[config.mk]
export PLATFORM = sky130hd
export DESIGN_NAME = i2s_serializer
export DESIGN_NICKNAME = d
export VERILOG_FILES = /design/src/rtl/i2s_serializer.sv
export SDC_FILE = /design/constraint.sdc
export NUM_CORES = 1
export LEC_CHECK = 0
export BUFFER_PORTS_ARGS = -buffer_cell sky130_fd_sc_hd__buf_2
export CORE_AREA = 2 2 82 84
export DETAILED_ROUTE_END_ITERATION = 7
export DIE_AREA = 0 0 84 86
export PLACE_DENSITY_LB_ADDON = 0.15
export SLEW_MARGIN = 30
export SYNTH_ARGS = -nofsm -noshare
export SYNTH_HDL_FRONTEND = slang
export SYNTH_SLANG_ARGS = --single-unit
export TNS_END_PERCENT = 10
[constraint.sdc]
create_clock -name clk -period 2.6 [get_ports clk]
set_input_delay 0.52 -clock clk [delete_from_list [all_inputs] [get_ports clk]]
set_output_delay 0.52 -clock clk [all_outputs]
set_load 0.05 [all_outputs]
[src/rtl/i2s_serializer.sv]
// Philips I2S transmitter: divides clk down to BCLK, shifts out one stereo
// frame per 2*SAMPLE_W bit clocks, with a one-deep sample buffer and underrun mute.
module i2s_serializer #(
  parameter int unsigned CLK_DIV  = 2,
  parameter int unsigned SAMPLE_W = 16
) (
  input  logic                clk,
  input  logic                rst_n,
  input  logic [SAMPLE_W-1:0] sample_l_in,
  input  logic [SAMPLE_W-1:0] sample_r_in,
  input  logic                sample_valid_in,
  output logic                sample_ready_out,
  output logic                i2s_bclk_out,
  output logic                i2s_ws_out,
  output logic                i2s_d_out,
  output logic                underrun_out
);

  localparam int unsigned DIV_W  = (CLK_DIV > 1) ? $clog2(CLK_DIV) : 1;
  localparam int unsigned FRAME  = 2 * SAMPLE_W;
  localparam int unsigned SLOT_W = $clog2(FRAME);

  localparam logic [DIV_W-1:0]  DIV_LAST  = DIV_W'(CLK_DIV - 1);
  localparam logic [SLOT_W-1:0] SLOT_LAST = SLOT_W'(FRAME - 1);
  localparam logic [SLOT_W-1:0] WS_FIRST  = SLOT_W'(SAMPLE_W - 1);
  localparam logic [SLOT_W-1:0] WS_LAST   = SLOT_W'(FRAME - 2);

  typedef enum logic {
    HOLD_EMPTY = 1'b0,
    HOLD_FULL  = 1'b1
  } hold_state_t;

  hold_state_t         hold_state, hold_nxt;
  logic [SAMPLE_W-1:0] hold_l, hold_r;
  logic [DIV_W-1:0]    div_cnt;
  logic [SLOT_W-1:0]   slot_cnt, slot_nxt;
  logic [FRAME-1:0]    shift_reg, load_data;
  logic                bclk, ws, sd, underrun;
  logic                tick, fall_evt, frame_load, capture, mute, ws_nxt;

  always_comb begin
    tick       = (div_cnt == DIV_LAST);
    fall_evt   = tick & bclk;
    slot_nxt   = (slot_cnt == SLOT_LAST) ? '0 : slot_cnt + 1'b1;
    frame_load = fall_evt && (slot_nxt == '0);
    ws_nxt     = (slot_nxt >= WS_FIRST) && (slot_nxt <= WS_LAST);
  end

  // Load priority: buffered pair, then a pair offered in the load clock itself
  // (bypass, handshake completes without touching the buffer), else silence.
  always_comb begin
    hold_nxt  = hold_state;
    capture   = 1'b0;
    mute      = 1'b0;
    load_data = '0;
    if (hold_state == HOLD_FULL) begin
      load_data = {hold_l, hold_r};
      if (frame_load) hold_nxt = HOLD_EMPTY;
    end else if (sample_valid_in) begin
      load_data = {sample_l_in, sample_r_in};
      if (!frame_load) begin
        capture  = 1'b1;
        hold_nxt = HOLD_FULL;
      end
    end else begin
      mute = frame_load;
    end
  end

  always_ff @(posedge clk or negedge rst_n) begin
    if (!rst_n) begin
      hold_state <= HOLD_EMPTY;
      hold_l     <= '0;
      hold_r     <= '0;
    end else begin
      hold_state <= hold_nxt;
      if (capture) begin
        hold_l <= sample_l_in;
        hold_r <= sample_r_in;
      end
    end
  end

  always_ff @(posedge clk or negedge rst_n) begin
    if (!rst_n) begin
      div_cnt   <= '0;
      bclk      <= 1'b0;
      slot_cnt  <= SLOT_LAST;
      shift_reg <= '0;
      ws        <= 1'b0;
      sd        <= 1'b0;
      underrun  <= 1'b0;
    end else begin
      underrun <= 1'b0;
      if (tick) begin
        div_cnt <= '0;
        bclk    <= ~bclk;
      end else begin
        div_cnt <= div_cnt + 1'b1;
      end
      if (fall_evt) begin
        slot_cnt <= slot_nxt;
        ws       <= ws_nxt;
        if (frame_load) begin
          shift_reg <= load_data;
          sd        <= load_data[FRAME-1];
          underrun  <= mute;
        end else begin
          shift_reg <= {shift_reg[FRAME-2:0], 1'b0};
          sd        <= shift_reg[FRAME-2];
        end
      end
    end
  end

  assign sample_ready_out = (hold_state == HOLD_EMPTY);
  assign i2s_bclk_out     = bclk;
  assign i2s_ws_out       = ws;
  assign i2s_d_out        = sd;
  assign underrun_out     = underrun;

endmodule

==> flow_summary_export.csv <==
group,metric,value,unit
outcome,status,"completed",
detailed_routing,wl_per_cell,16.65,um
timing,min_period,2480,ps
die,boundaryPins,40,
synthesis,yosysTopAreaCell,"dfrtp_1",
global_route,antenna_found_initial,0,
setup_path,worstPathArrival,2720,ps
power_and_ir_drop,leakage,0.001996,uW
global_route,grt_overflow,0,
clock_tree,cts.clk_slew.worst_paths,80,ps
place,place_inst,410,
timing,max_freq,403.2,MHz
synthesis,synthesis.area_per_instance,11.57,um^2
timing,setup_violations,0,
synthesis,yosysWarnings,0,
finish,area_delta_synth_final,15.04,%
synthesis,synth_area_leaders,"dfrtp_1, mux2_4, a221oi_1, o31ai_1, nor2_1",
place,port_buffers,39,
setup_path,crit_fanout,20,
synthesis,ys.flop_type,"dfrtp_1",
synthesis,synthMuxAreaShare,14.26,%
synthesis,ys_ff_latch,74,
timing,max_slew.worst_pin.slew,606.9,ps
timing,fin_crit_sh,95.39,%
global_route,track_usage,21.59,%
detailed_routing,top_layer,"met4",
synthesis,synth_compound_area_share,17.29,%
synthesis,syn_nets,347,
detailed_routing,vias,2520,
timing,rsz0062_at_grt,"false",
clock_tree,postCtsHoldBufs,0,
power_and_ir_drop,vdd_drop_max,323.4,uV
synthesis,synth_xor_area_share,0.2465,%
clock_tree,htreeDepth,3,
hold_path,hold_path_class,"input pin to asynchronous set/reset pin",
clock_tree,postCtsSetupRepairBufs,0,
setup_path,crit_path_start_kind,"flop",
detailed_routing,wl_met2,3.184,mm
synthesis,synth-simple-area-share,10.25,%
global_route,grt_start_max_net_pins,67,
clock_tree,cts_made_buffers,9,
finish,largest_reg_flops,31,
die,die_w,84,um
setup_path,rr_worst_depth,8,
clock_tree,cts_tree,"done",
finish,finalNonFillerCells,426,
setup_path,worstPathRequired,2840,ps
timing,tns,0,ps
finish,diodes,0,
finish,drive_gt1_share,32.09,%
synthesis,synth_commonest_cells,"dfrtp_1, nor2_1, nand2_1",
detailed_routing,wl,7.092,mm
finish,fin_nets,384,
die,row_count,29,
synthesis,yosysTopAreaCellShare,48.59,%
clock_tree,insertion_delay,350,ps
clock_tree,clkSinkCount,74,
detailed_routing,antenna_left,0,
synthesis,synth.distinct_cells,33,
timing,hold_violations,0,
synthesis,synth_area,3553,um^2
detailed_routing,via_per_inst,5.915,
synthesis,synthAdderAreaFrac,1.761,%
global_route,grt_pass1_vias,2489,
synthesis,synth_top_family_by_area,"compound AO/OA/AOI/OAI gates",
detailed_routing,met1_length,3.502,mm
synthesis,async_reset_ff_share,100.0,%
clock_tree,cts_root_buf,"clkbuf_8",
detailed_routing,drtIter0Drc,184,
power_and_ir_drop,power.density,586.4,nW/um^2
run,drv_cap,0,
die,start_util,56.61,%
die,die_h,86,um
synthesis,yosysMostFrequentCell,"dfrtp_1",
place,gp_congestion,0.7137,
setup_path,cp-end-kind,"flop",
clock_tree,clockBufferDepth,2,
synthesis,synth_edf_count,0,
timing,slew_headroom,59.54,%
place,hpwl,4.465,mm
setup_path,path_class,"flop to flop",
die,coreArea,6277,um^2
global_route,grt_pass1_wl,12.35,mm
timing,slew_viol_final,0,
detailed_routing,drc,0,
timing,final.setup_skew,7.248,ps
synthesis,yosysSeqAreaShare,52.29,%
clock_tree,post_cts_resized,0,
detailed_routing,routed-wl-met3,356,um
detailed_routing,drtPass1Iterations,5,
die,die-area,7224,um^2
synthesis,synth_cells,307,
setup_path,setup.worst_path.start,"slot_cnt[0]$_DFFE_PN1P_",
setup_path,r2r_start,"slot_cnt[0]$_DFFE_PN1P_",
## layer usage
layer  vias to the layer above  track usage, %
met3                         4           5.679
li1                       1197               -
met4                         0           6.891
met5                         -               0
met1                      1256           31.98
met2                        63           31.27
## final timing paths
path / to / slack [ps]
worst max-delay path: hold_r[15]$_DFFE_PN0P_ / 120
worst min register to register: i2s_ws_out$_DFFE_PN0P_ / 470
max in group asynchronous: shift_reg[9]$_DFFE_PN0P_ / 1930
worst min-delay path: hold_r[8]$_DFFE_PN0P_ / 110
min in group clk: underrun_out$_DFF_PN0_ / 390
worst max register to register: hold_r[15]$_DFFE_PN0P_ / 120
## where the power goes
part / internal [uW] / switching [uW]
combinational: 93.7 / 52.2
clock: 568 / 441
sequential: 1210 / 34.0
total: 1870 / 527
## worst max-delay path, cell delays in order (launching register included)
cell and delay, ps:
dfstp_2 620, ha_1 180, and3_1 170, ha_1 260
nor2b_1 240, nand2_4 130, o21ai_4 190, buf_12 220
mux2_2 350
## logic make-up after synthesis
family / Yosys count
AND/OR/NAND/NOR: 86
XOR/XNOR: 1
multiplexers: 35
adder cells (fa/ha/maj): 5
flip-flops: 74
AO/OA/AOI/OAI: 77
buffers and inverters: 29
## layout make-up
cell class | count | area (um^2)
Clock buffer | 10 | 137.6
Clock inverter | 6 | 90.09
Fill cell | 509 | 2190
Inverter | 4 | 15.01
Multi-Input combinational cell | 204 | 1562
Sequential cell | 74 | 1858
Tap cell | 77 | 96.34
Timing Repair Buffer | 51 | 329.1
## layout by cell type (no fill, tap or decap), types with 2 or more instances in the layout
| master | Yosys | layout |
|---|---|---|
| a221oi_1 | 30 | 30 |
| and2_1 | 2 | 2 |
| and3_1 | 2 | 2 |
| buf_12 | 0 | 3 |
| buf_2 | 6 | 38 |
| buf_4 | 0 | 9 |
| bufinv_16 | 0 | 2 |
| clkbuf_8 | 0 | 10 |
| clkinv_4 | 0 | 2 |
| dfrtp_1 | 69 | 69 |
| dfstp_2 | 5 | 5 |
| ha_1 | 5 | 5 |
| inv_1 | 4 | 4 |
| mux2_2 | 5 | 5 |
| mux2_4 | 30 | 30 |
| nand2_1 | 36 | 35 |
| nor2_1 | 37 | 37 |
| nor2b_1 | 3 | 2 |
| o21ai_0 | 5 | 5 |
| o31ai_1 | 33 | 33 |
## through the flow
step / setup WS, ps / hold slack (ps) / util [%] / cell area (um^2) / power [uW]
final: 119.7 / 114.3 / 65.12 / 4088 / 2397
after global routing: 5.333 / 129.2 / 65.12 / 4088 / 2503
after CTS: 87.33 / 121.4 / 65.06 / 4084 / 2415
after detailed placement: 110.5 / 465.9 / 61.43 / 3856 / 1412
after global placement: 192.4 / 460.9 / 61.43 / 3856 / 1405
after floorplan: 245.1 / 224.4 / - / 3553 / 1335
No activity file was read; power rests on OpenSTA's default activity.
